===== src/rtl/rr_pkg.sv =====
// rr_pkg: shared definitions for the register-read / forwarding stage.
//   REG_ADDR_W, OPCODE_W, FUNC7_W, FUNC3_W : instruction field widths
//   XLEN                                   : data width of the payload struct
//   rr_payload_t                           : payload latched toward execute
//   RR_BUBBLE                              : all-zero payload used for bubbles
package rr_pkg;

   localparam int XLEN       = 32;
   localparam int REG_ADDR_W = 5;
   localparam int OPCODE_W   = 7;
   localparam int FUNC7_W    = 7;
   localparam int FUNC3_W    = 3;

   typedef struct packed {
      logic [XLEN-1:0]       pc;
      logic [XLEN-1:0]       rs1_val;
      logic [XLEN-1:0]       rs2_val;
      logic [REG_ADDR_W-1:0] rd;
      logic [XLEN-1:0]       imm;
      logic [FUNC7_W-1:0]    func7;
      logic [FUNC3_W-1:0]    func3;
      logic [OPCODE_W-1:0]   opcode;
   } rr_payload_t;

   localparam rr_payload_t RR_BUBBLE = '0;

endpackage


===== src/rtl/rr_fwd_stage_if.sv =====
// rr_fwd_stage_if: bundles every non-clock/reset signal of the register-read
// stage: decode-side instruction + handshake, register-file read data, the
// forwarding bus from in-flight producers, and the execute-side payload.
//   master : decode/regfile/forwarding/execute environment
//   slave  : the rr_fwd_stage itself
interface rr_fwd_stage_if #(
   parameter int XLEN    = 32,
   parameter int NUM_FWD = 3,
   parameter int CNT_W   = 16
);
   logic                  flush;
   logic                  in_valid;
   logic                  in_ready;
   logic [XLEN-1:0]       in_pc;
   logic [4:0]            in_rs1;
   logic [4:0]            in_rs2;
   logic                  in_rs1_used;
   logic                  in_rs2_used;
   logic [4:0]            in_rd;
   logic [XLEN-1:0]       in_imm;
   logic [6:0]            in_func7;
   logic [2:0]            in_func3;
   logic [6:0]            in_opcode;
   logic [XLEN-1:0]       rf_rs1_val;
   logic [XLEN-1:0]       rf_rs2_val;
   logic [NUM_FWD*5-1:0]  fwd_rd;
   logic [NUM_FWD-1:0]    fwd_wen;
   logic [NUM_FWD-1:0]    fwd_data_valid;
   logic [NUM_FWD*XLEN-1:0] fwd_data;
   logic                  out_valid;
   logic                  out_ready;
   logic [XLEN-1:0]       out_pc;
   logic [XLEN-1:0]       out_rs1_val;
   logic [XLEN-1:0]       out_rs2_val;
   logic [XLEN-1:0]       out_imm;
   logic [4:0]            out_rd;
   logic [6:0]            out_func7;
   logic [2:0]            out_func3;
   logic [6:0]            out_opcode;
   logic                  hazard;
   logic [CNT_W-1:0]      stall_cnt;

   modport master (
      output flush, in_valid, in_pc, in_rs1, in_rs2, in_rs1_used, in_rs2_used,
             in_rd, in_imm, in_func7, in_func3, in_opcode,
             rf_rs1_val, rf_rs2_val, fwd_rd, fwd_wen, fwd_data_valid, fwd_data,
             out_ready,
      input  in_ready, out_valid, out_pc, out_rs1_val, out_rs2_val, out_imm,
             out_rd, out_func7, out_func3, out_opcode, hazard, stall_cnt
   );

   modport slave (
      input  flush, in_valid, in_pc, in_rs1, in_rs2, in_rs1_used, in_rs2_used,
             in_rd, in_imm, in_func7, in_func3, in_opcode,
             rf_rs1_val, rf_rs2_val, fwd_rd, fwd_wen, fwd_data_valid, fwd_data,
             out_ready,
      output in_ready, out_valid, out_pc, out_rs1_val, out_rs2_val, out_imm,
             out_rd, out_func7, out_func3, out_opcode, hazard, stall_cnt
   );

endinterface


===== src/rtl/rr_operand_sel.sv =====
// rr_operand_sel: combinational priority forwarding mux for one source operand.
//   used, rs        : whether the instruction reads this source, and its number
//   rf_val          : register-file read data for rs
//   fwd_*           : producer slots, slot 0 youngest, ascending = older
//   val             : selected operand value
//   hazard          : youngest matching producer has not produced its result
module rr_operand_sel #(
   parameter int XLEN    = 32,
   parameter int NUM_FWD = 3
) (
   input  logic                    used,
   input  logic [4:0]              rs,
   input  logic [XLEN-1:0]         rf_val,
   input  logic [NUM_FWD*5-1:0]    fwd_rd,
   input  logic [NUM_FWD-1:0]      fwd_wen,
   input  logic [NUM_FWD-1:0]      fwd_data_valid,
   input  logic [NUM_FWD*XLEN-1:0] fwd_data,
   output logic [XLEN-1:0]         val,
   output logic                    hazard
);

   logic found;

   always_comb begin
      // NOTE: every output gets a default before the loop so no path leaves
      // a variable unassigned (which would infer a latch); blocking '=' is
      // correct here because later statements must see earlier updates.
      val    = rf_val;
      hazard = 1'b0;
      found  = 1'b0;
      // x0 never has a producer; unused sources never stall.
      if (used && (rs != 5'd0)) begin
         for (int i = 0; i < NUM_FWD; i++) begin
            // Youngest match wins; it also shadows older slots even when its
            // own data is not ready yet.
            if (!found && fwd_wen[i] && (fwd_rd[5*i +: 5] == rs)) begin
               found = 1'b1;
               if (fwd_data_valid[i]) begin
                  val = fwd_data[XLEN*i +: XLEN];
               end else begin
                  hazard = 1'b1;
               end
            end
         end
      end
   end

endmodule


===== src/rtl/rr_fwd_stage.sv =====
// rr_fwd_stage: register-read stage between decode and execute.
//   clk, reset : clock and synchronous active-high reset
//   bus        : rr_fwd_stage_if.slave carrying the decode handshake, regfile
//                data, forwarding bus, execute handshake/payload, the
//                combinational hazard flag and the saturating stall counter.
// Payload is registered (1-cycle accept-to-valid latency); it holds under
// backpressure, is replaced by a bubble on hazard/idle, and is killed by flush.
module rr_fwd_stage #(
   parameter int XLEN    = 32,
   parameter int NUM_FWD = 3,
   parameter int CNT_W   = 16
) (
   input  logic              clk,
   input  logic              reset,
   rr_fwd_stage_if.slave     bus
);
   import rr_pkg::*;

   logic [XLEN-1:0]  rs1_val;
   logic [XLEN-1:0]  rs2_val;
   logic             rs1_hazard;
   logic             rs2_hazard;
   logic             hazard_c;
   logic             load_en;
   logic             out_valid_q;
   logic [CNT_W-1:0] stall_cnt_q;
   rr_payload_t      payload_q;
   rr_payload_t      payload_d;

   rr_operand_sel #(.XLEN(XLEN), .NUM_FWD(NUM_FWD)) u_sel_rs1 (
      .used           (bus.in_rs1_used),
      .rs             (bus.in_rs1),
      .rf_val         (bus.rf_rs1_val),
      .fwd_rd         (bus.fwd_rd),
      .fwd_wen        (bus.fwd_wen),
      .fwd_data_valid (bus.fwd_data_valid),
      .fwd_data       (bus.fwd_data),
      .val            (rs1_val),
      .hazard         (rs1_hazard)
   );

   rr_operand_sel #(.XLEN(XLEN), .NUM_FWD(NUM_FWD)) u_sel_rs2 (
      .used           (bus.in_rs2_used),
      .rs             (bus.in_rs2),
      .rf_val         (bus.rf_rs2_val),
      .fwd_rd         (bus.fwd_rd),
      .fwd_wen        (bus.fwd_wen),
      .fwd_data_valid (bus.fwd_data_valid),
      .fwd_data       (bus.fwd_data),
      .val            (rs2_val),
      .hazard         (rs2_hazard)
   );

   // Hazard only concerns a real instruction; it ignores flush and out_ready.
   assign hazard_c     = bus.in_valid && (rs1_hazard || rs2_hazard);
   // The output register may be overwritten when empty or being drained.
   assign load_en      = !out_valid_q || bus.out_ready;
   assign bus.in_ready = load_en && !hazard_c && !bus.flush;

   always_comb begin
      payload_d         = RR_BUBBLE;
      payload_d.pc      = bus.in_pc;
      payload_d.rs1_val = rs1_val;
      payload_d.rs2_val = rs2_val;
      payload_d.rd      = bus.in_rd;
      payload_d.imm     = bus.in_imm;
      payload_d.func7   = bus.in_func7;
      payload_d.func3   = bus.in_func3;
      payload_d.opcode  = bus.in_opcode;
   end

   // NOTE: state is updated only with non-blocking '<=' so every flop samples
   // the pre-edge values regardless of statement order.
   always_ff @(posedge clk) begin
      if (reset) begin
         // NOTE: the payload is reset too, not just out_valid, so execute
         // never observes stale operands after reset.
         out_valid_q <= 1'b0;
         payload_q   <= RR_BUBBLE;
         stall_cnt_q <= '0;
      end else begin
         if (bus.flush) begin
            out_valid_q <= 1'b0;
            payload_q   <= RR_BUBBLE;
         end else if (load_en) begin
            if (bus.in_valid && !hazard_c) begin
               out_valid_q <= 1'b1;
               payload_q   <= payload_d;
            end else begin
               out_valid_q <= 1'b0;
               payload_q   <= RR_BUBBLE;
            end
         end

         // Counts blocked cycles including those also under backpressure;
         // sticks at all-ones.
         if (hazard_c && !bus.flush && !(&stall_cnt_q)) begin
            stall_cnt_q <= stall_cnt_q + CNT_W'(1);
         end
      end
   end

   assign bus.hazard      = hazard_c;
   assign bus.out_valid   = out_valid_q;
   assign bus.out_pc      = payload_q.pc;
   assign bus.out_rs1_val = payload_q.rs1_val;
   assign bus.out_rs2_val = payload_q.rs2_val;
   assign bus.out_rd      = payload_q.rd;
   assign bus.out_imm     = payload_q.imm;
   assign bus.out_func7   = payload_q.func7;
   assign bus.out_func3   = payload_q.func3;
   assign bus.out_opcode  = payload_q.opcode;
   assign bus.stall_cnt   = stall_cnt_q;

endmodule


===== src/flat_wrapper.sv =====
// flat-port wrapper written by rule: the top's interface ports become plain ports
module rr_fwd_stage_flat import rr_pkg::*;
#(
   parameter int XLEN    = 32,
   parameter int NUM_FWD = 3,
   parameter int CNT_W   = 16
)
  (clk, reset, bus_flush, bus_in_valid, bus_in_pc, bus_in_rs1, bus_in_rs2, bus_in_rs1_used, bus_in_rs2_used, bus_in_rd, bus_in_imm, bus_in_func7, bus_in_func3, bus_in_opcode, bus_rf_rs1_val, bus_rf_rs2_val, bus_fwd_rd, bus_fwd_wen, bus_fwd_data_valid, bus_fwd_data, bus_out_ready, bus_in_ready, bus_out_valid, bus_out_pc, bus_out_rs1_val, bus_out_rs2_val, bus_out_imm, bus_out_rd, bus_out_func7, bus_out_func3, bus_out_opcode, bus_hazard, bus_stall_cnt);
  rr_fwd_stage_if #(.XLEN(XLEN), .NUM_FWD(NUM_FWD), .CNT_W(CNT_W)) bus_i ();
  input  logic clk;
  input  logic reset;
  input wire logic [$bits(bus_i.flush)-1:0] bus_flush;
  input wire logic [$bits(bus_i.in_valid)-1:0] bus_in_valid;
  input wire logic [$bits(bus_i.in_pc)-1:0] bus_in_pc;
  input wire logic [$bits(bus_i.in_rs1)-1:0] bus_in_rs1;
  input wire logic [$bits(bus_i.in_rs2)-1:0] bus_in_rs2;
  input wire logic [$bits(bus_i.in_rs1_used)-1:0] bus_in_rs1_used;
  input wire logic [$bits(bus_i.in_rs2_used)-1:0] bus_in_rs2_used;
  input wire logic [$bits(bus_i.in_rd)-1:0] bus_in_rd;
  input wire logic [$bits(bus_i.in_imm)-1:0] bus_in_imm;
  input wire logic [$bits(bus_i.in_func7)-1:0] bus_in_func7;
  input wire logic [$bits(bus_i.in_func3)-1:0] bus_in_func3;
  input wire logic [$bits(bus_i.in_opcode)-1:0] bus_in_opcode;
  input wire logic [$bits(bus_i.rf_rs1_val)-1:0] bus_rf_rs1_val;
  input wire logic [$bits(bus_i.rf_rs2_val)-1:0] bus_rf_rs2_val;
  input wire logic [$bits(bus_i.fwd_rd)-1:0] bus_fwd_rd;
  input wire logic [$bits(bus_i.fwd_wen)-1:0] bus_fwd_wen;
  input wire logic [$bits(bus_i.fwd_data_valid)-1:0] bus_fwd_data_valid;
  input wire logic [$bits(bus_i.fwd_data)-1:0] bus_fwd_data;
  input wire logic [$bits(bus_i.out_ready)-1:0] bus_out_ready;
  output wire logic [$bits(bus_i.in_ready)-1:0] bus_in_ready;
  output wire logic [$bits(bus_i.out_valid)-1:0] bus_out_valid;
  output wire logic [$bits(bus_i.out_pc)-1:0] bus_out_pc;
  output wire logic [$bits(bus_i.out_rs1_val)-1:0] bus_out_rs1_val;
  output wire logic [$bits(bus_i.out_rs2_val)-1:0] bus_out_rs2_val;
  output wire logic [$bits(bus_i.out_imm)-1:0] bus_out_imm;
  output wire logic [$bits(bus_i.out_rd)-1:0] bus_out_rd;
  output wire logic [$bits(bus_i.out_func7)-1:0] bus_out_func7;
  output wire logic [$bits(bus_i.out_func3)-1:0] bus_out_func3;
  output wire logic [$bits(bus_i.out_opcode)-1:0] bus_out_opcode;
  output wire logic [$bits(bus_i.hazard)-1:0] bus_hazard;
  output wire logic [$bits(bus_i.stall_cnt)-1:0] bus_stall_cnt;
  assign bus_i.flush = bus_flush;
  assign bus_i.in_valid = bus_in_valid;
  assign bus_i.in_pc = bus_in_pc;
  assign bus_i.in_rs1 = bus_in_rs1;
  assign bus_i.in_rs2 = bus_in_rs2;
  assign bus_i.in_rs1_used = bus_in_rs1_used;
  assign bus_i.in_rs2_used = bus_in_rs2_used;
  assign bus_i.in_rd = bus_in_rd;
  assign bus_i.in_imm = bus_in_imm;
  assign bus_i.in_func7 = bus_in_func7;
  assign bus_i.in_func3 = bus_in_func3;
  assign bus_i.in_opcode = bus_in_opcode;
  assign bus_i.rf_rs1_val = bus_rf_rs1_val;
  assign bus_i.rf_rs2_val = bus_rf_rs2_val;
  assign bus_i.fwd_rd = bus_fwd_rd;
  assign bus_i.fwd_wen = bus_fwd_wen;
  assign bus_i.fwd_data_valid = bus_fwd_data_valid;
  assign bus_i.fwd_data = bus_fwd_data;
  assign bus_i.out_ready = bus_out_ready;
  assign bus_in_ready = bus_i.in_ready;
  assign bus_out_valid = bus_i.out_valid;
  assign bus_out_pc = bus_i.out_pc;
  assign bus_out_rs1_val = bus_i.out_rs1_val;
  assign bus_out_rs2_val = bus_i.out_rs2_val;
  assign bus_out_imm = bus_i.out_imm;
  assign bus_out_rd = bus_i.out_rd;
  assign bus_out_func7 = bus_i.out_func7;
  assign bus_out_func3 = bus_i.out_func3;
  assign bus_out_opcode = bus_i.out_opcode;
  assign bus_hazard = bus_i.hazard;
  assign bus_stall_cnt = bus_i.stall_cnt;
  rr_fwd_stage #(.XLEN(XLEN), .NUM_FWD(NUM_FWD), .CNT_W(CNT_W)) u_core (.clk(clk), .reset(reset), .bus(bus_i));
endmodule

===== config.mk =====
export PLATFORM = sky130hd
export DESIGN_NAME = rr_fwd_stage_flat
export DESIGN_NICKNAME = d
export VERILOG_FILES = /design/src/rtl/rr_pkg.sv /design/src/rtl/rr_fwd_stage_if.sv /design/src/rtl/rr_operand_sel.sv /design/src/rtl/rr_fwd_stage.sv /design/src/flat_wrapper.sv
export SDC_FILE = /design/constraint.sdc
export NUM_CORES = 1
export LEC_CHECK = 0
export CAP_MARGIN = 20
export CORE_AREA = 2 2 176 178
export DETAILED_ROUTE_END_ITERATION = 6
export DIE_AREA = 0 0 178 180
export PLACE_DENSITY = 0.57
export SLEW_MARGIN = 30
export SYNTH_ARGS = -nofsm -noshare
export SYNTH_HDL_FRONTEND = slang
export SYNTH_SLANG_ARGS = --single-unit

===== constraint.sdc =====
create_clock -name clk -period 3.7 [get_ports clk]
set_input_delay 0.555 -clock clk [delete_from_list [all_inputs] [get_ports clk]]
set_output_delay 0.555 -clock clk [all_outputs]
set_load 0.005 [all_outputs]

==> results.md <==
- Reg2Reg Depth: 7
- Worst-path maximum fanout: 2
- Total Nets Final: 1,589
- Final Slew Violations: 0
- Antenna violations before repair: 3
- Cell area power density: about 330 nW/um^2
- M1 GR Usage: between 20% and 30%
- Met2 usage: a little over a third
- Clock sink total: 167
- Synthesis-to-finish area growth: 75.50%
- GRT met3 Usage: 6.324%
- Max-slew headroom: around 67%
- H-Tree Depth: 4
- Initial Util: 25.72%
- Compound-Gate Fraction of Synth Area: 31.35%
- Total CTS buffers: 17
- Synth Area in Simple Gates: between 10% and 20%
- Worst min-delay path class: flip-flop to flip-flop
- Critical path class: input pin to output pin
- Layout cells sized above 1: 6.986%
- Io pins: 453
- Final wirelength: 36,350 um
- DRC viols: 0
- Syn_nets: 1,144
- Setup crit end kind: output pin
- Die H: 180 um
- DP Area: between 10,000 and 15,000 um^2
- Pre-CTS WS: -0.1290 ns
- Remaining Overflow, GRT: 0
- Endpoints failing setup: 0
- Via count: 8,766
- WL per Instance: 21.18 um
- Port-buffer cells: 452
- Yosys warns: 0
- VDD IR max: 317.4 uV
- Post-synth top area share: between 40% and 50%
- Cell Area, Synth: 7764 um^2
- Seq cells post-synth: between 150 and 200
- Final Hold Fails: 0
- Final Wtd Congestion: around 0.85
- DR pass1 iterations: 5
- Root Buffer: clkbuf_16
- Post-DRT Antenna Nets: 0
- Tcrit/Tclk final: approximately nine tenths
- Core Region: 30,190 um^2
- Dpl hpwl: around 26,000 um
- Total negative slack: 0 ns
- Fmax: roughly 290 MHz
- Design Area, Final: 13,630 um^2
- GRT busiest layer: met2
- All-Layer GR Usage: 22.06%
- Largest net degree at the start of global routing: 87
- Synth Area in XOR/XNOR: 3.610%
- Average cell area after synthesis: roughly 9.0 um^2
- CTS tree: done
- Critical path arrival: 2.84 ns
- Synth Instances: 859
- Max Cap Viol: 0
- Leak: 4.951 nW
- Crit path time final: approximately 3.4 ns
- Req. time, crit path: 3.14 ns
- RSZ-0062 raised after global routing: no
- Crit path launch type: input pin
- Final clock skew: 0.008856 ns
- Vias in the first global route: 8,688
- Register area share after synthesis: 43.06%
- Clk buf depth: 2
- Initial DRC count: between 500 and 600
- Final setup margin: about 0.31 ns
- Hold_ws: 0.4553 ns
- Die area: roughly 32,000 um^2
- Share of synthesized area spent on multiplexers: 0.7252%
- Fillers: between 2,000 and 3,000
- Worst Max-Slew Pin Slew: 0.4995 ns
- Main combinational cell family by area after synthesis: compound AO/OA/AOI/OAI gates
- Dominant cells by area after synthesis: dfxtp_1 (43%), a22o_1 (13%), o31ai_1 (5.9%)
- Netlist cell types: 51
- Post-CTS Setup Bufs: 0
- Post-synthesis adder-cell area fraction: less than 1%
- Hold Path Depth: 2
- CTS clk-pin slew, worst paths: 0.07 ns
- Synth area leader: dfxtp_1
- Total power: 4.449 mW
- CTS Hold Buffers Added: 0
- Vias per std cell: 5.108
- First-pass GRT wire length: 53,820 um
- Worst skew pair latency: 0.44 ns
- Row Count: 64
- Die Wd: between 150 and 200 um
- Outcome: completed
[flip-flops by register name, indices dropped and copies added, names as in the netlist, 5 cells and up]
register and cells:
u_core.bus.out_imm 32, u_core.bus.out_opcode 7, u_core.bus.out_rd 5, u_core.bus.stall_cnt 16, u_core.bus.out_func7 7, u_core.bus.out_rs1_val 32
u_core.bus.out_pc 32, u_core.bus.out_rs2_val 32
[repair_timing]
item	in CTS	in global routing
endpoints found under the setup margin	1	1
resized for setup	2	3
pin swaps	2	4
[layout make-up]
class,instances,area (um^2),share of cell area [%]
diodes,3,7.507,0.05510
clock buffers,17,425.4,3.122
clock inverters,15,156.4,1.148
inverters,4,15.01,0.1102
multi-input cells,616,4161,30.54
flip-flops and latches,167,3343,24.54
well taps,396,495.5,3.636
repair buffers,498,5021,36.85
[layer usage]
layer	wire (um)	vias to the layer above	share of wire, %
met5	0	-	0
met4	1300	0	3.6
met3	3364	64	9.3
met2	16850	442	46
met1	14840	4090	41
li1	-	4170	-
[Yosys cell counts (all sizes together)]
library cell and count:
a211o 1, a211oi 1, a21boi 1, a21o 1
a21oi 21, a221oi 7, a22o 114, a22oi 1
a311o 3, a311oi 1, a31oi 27, and2 31
and3 10, and4 2, buf 21, clkbuf 51
dfxtp 167, ha 1, inv 4, mux2 5
nand2 46, nand2b 33, nand3 13, nand3b 1
nand4 7, nand4b 1, nor2 79, nor2b 6
nor3 10, nor3b 2, nor4 2, o211ai 1
o21a 3, o21ai 9, o221ai 32, o22ai 32
o31ai 61, o41ai 1, or2 1, or3 12
or4 5, xnor2 16, xor2 16
[path summary, 6_finish.rpt]
path | from | to | slack, ns
max | bus_in_rs2[0] | bus_in_ready | 0.31
min | u_core.bus.out_rs2_val[24]$_SDFFE_PP0N_ | u_core.bus.out_rs2_val[24]$_SDFFE_PP0N_ | 0.46
max reg2reg | u_core.bus.stall_cnt[0]$_SDFFE_PP0P_ | u_core.bus.stall_cnt[5]$_SDFFE_PP0P_ | 1.28
min reg2reg | u_core.bus.out_rs2_val[24]$_SDFFE_PP0N_ | u_core.bus.out_rs2_val[24]$_SDFFE_PP0N_ | 0.46
[per-stage QoR]
step,util (%),instances
after floorplan,-,859
after global placement,43.14,1681
after detailed placement,43.14,1681
after CTS,45.08,1713
after global routing,45.13,1716
final,45.13,1716
[worst max-delay path, stage by stage]
cell,delay [ns]
clkdlybuf4s50_1,0.50
xnor2_1,0.14
nand3_1,0.15
or4_1,0.57
and2_1,0.21
a22oi_2,0.21
nor2_2,0.09
nor3_1,0.15
dlygate4sd2_1,0.26
[cell families (layout without fill, tap and decap cells)]
kind of cell,count (synthesis),in the layout
XOR/XNOR,32,32
AND/OR/NAND/NOR,261,261
buffers and inverters,76,534
multiplexers,5,5
adder cells (fa/ha/maj),1,1
AO/OA/AOI/OAI,317,317
other,0,3
flip-flops,167,167
[placed cells by master (no fill, tap or decap), types with 12 or more instances in the layout]
master           count
nand3_1             12
o221ai_1            32
or3_1               12
nand2_1             46
nor2_1              78
xnor2_1             16
buf_4               34
and2_1              29
dfxtp_1            167
nand2b_1            33
o22ai_1             32
a22o_1             114
clkdlybuf4s50_1    450
buf_12              12
a21oi_1             20
o31ai_1             61
clkbuf_16           17
a31oi_1             27
xor2_1              16
[power breakdown]
part	switching [mW]	internal (mW)	total [mW]
combinational	0.278	0.480	0.759
sequential	0.0277	1.85	1.87
clock	0.856	0.960	1.82
Power figures use the tool's default switching activity.
==> variant (same settings) <==
Reset style: asynchronous (`reset`), changed in one clocked block. Comments in the files are not updated.
--- a/src/rtl/rr_fwd_stage.sv
+++ b/src/rtl/rr_fwd_stage.sv
@@ -71,7 +71,7 @@
 
    // NOTE: state is updated only with non-blocking '<=' so every flop samples
    // the pre-edge values regardless of statement order.
-   always_ff @(posedge clk) begin
+   always_ff @(posedge clk or posedge reset) begin
       if (reset) begin
          // NOTE: the payload is reset too, not just out_valid, so execute
          // never observes stale operands after reset.
Function: differs if reset is asserted again (counterexample within 4 cycles, from zero or initial values and one cycle with reset high); with reset held inactive, the same outputs for 4 cycles.
==> variant against the unedited design <==
  * Power is 11% higher
  * Global-route usage is 1.7 points higher
  * Count of clock-buffer cells in the layout is 1 higher
  * Sequential cell count stayed put
  * Worst setup slack worse by 0.19 ns
  * Cell area is 8.9% higher
  * Area after synthesis is 17% higher
  * Wire length is 6.9% higher
  * Critical endpoint unchanged
  * Largest power group unchanged
==> variant: results <==
set metrics [dict create \
    synth_common_cells "dfrtp_1, a22o_1, nor2_1, clkbuf_1, nand2_1" \
    yosysUniqueCellTypes 49 \
    sw_frac_of_total_pct 27.6 \
    grt_start_max_net_pins 126 \
    grt_use_total_pct 23.7 \
    dr_wl_met2_um 19000 \
    drt_iter0_drc 598 \
    drt-met1-wl_um 15200 \
    slew_headroom_pct 47.7 \
    ir_worst_vdd_mv 0.251 \
    async_flop_share_pct 100 \
    firstDrtPassIters 5 \
    synth.area.top_cells "dfrtp_1, a22o_1, mux2_2, mux2i_1, o221ai_1" \
    drive_gt1_share_pct 9.96 \
    synth_flop_cell "dfrtp_1" \
    synth_compound_area_share_pct 24.3 \
    avgViaCountPerCell 5.29 \
    outcome "finished, final reports clean" \
    synth_xor_area_share_pct 4.35 \
    grt_pass1_vias 9590 \
    fillCellCount 2865 \
    max_stage_delay_ns 0.51 \
    muxShareOfSynthArea_pct 7.62 \
    htreeDepth 4 \
    slowest_stage "clkdlybuf4s50_1" \
    finalWeightedCongestion 0.866 \
    wl_met3_um 3550 \
    hpwl_um 27300 \
    syn_nets 1164 \
    pwr-share-seq_pct 40.1 \
    grt_use_met2_pct 40.2 \
    cts-resized-gates 3 \
    p_per_area_nw_per_um2 333 \
    skew_ns 0.0100 \
    synth_fa_ha_area_share_pct 0.138 \
    grtUsageMet3_pct 6.98 \
    grt_pass1_wl_um 58000 \
    ys_seq_area_share_pct 46.1 \
    comb-power_w 0.00109 \
    crit_family "buffers and inverters" \
    use_met1_pct 28.2 \
    worstPathArrival_ns 3.03 \
    p_leak_nw 6.27 \
    crit_fanout 3 \
    nets 1607 \
]
## variant: worst paths after layout
path / start / end / slack (ns) / depth (start not counted)
setup reg to reg: u_core.bus.stall_cnt[0]$_DFFE_PP0P_ / u_core.bus.stall_cnt[1]$_DFFE_PP0P_ / 1.16 / 7
setup / recovery: bus_in_rs1[4] / bus_in_ready / 0.12 / 9
max in group asynchronous: reset / u_core.bus.out_pc[17]$_DFFE_PP0P_ / 2.48 / 3
hold / removal: u_core.bus.out_rs2_val[8]$_DFFE_PP0P_ / u_core.bus.out_rs2_val[8]$_DFFE_PP0P_ / 0.48 / 2
min in group asynchronous: reset / u_core.bus.stall_cnt[13]$_DFFE_PP0P_ / 0.59 / 3
hold reg to reg: u_core.bus.out_rs2_val[8]$_DFFE_PP0P_ / u_core.bus.out_rs2_val[8]$_DFFE_PP0P_ / 0.48 / 2
## variant: metrics by stage
step | worst slack, ns | std cells | area, sq um | setup TNS (ns) | utilization (%)
2_1_floorplan | 1.02 | 879 | 9070 | 0 | -
3_3_place_gp | -0.0219 | 1699 | 14100 | -0.0219 | 46.8
3_5_place_dp | -0.0588 | 1699 | 14100 | -0.0588 | 46.8
4_1_cts | -0.00925 | 1731 | 14800 | -0.00925 | 48.9
5_1_grt | 0.0274 | 1731 | 14800 | 0 | 49.1
6_report | 0.116 | 1731 | 14800 | 0 | 49.1
## variant: final cells by class
class | instances | area [sq um] | share of cell area [%]
clock inverters | 14 | 165 | 1.11
inverters | 1 | 7.51 | 0.0506
flip-flops and latches | 167 | 4180 | 28.2
multi-input cells | 633 | 4550 | 30.7
repair buffers | 502 | 5000 | 33.7
clock buffers | 18 | 429 | 2.89
well taps | 396 | 495 | 3.34
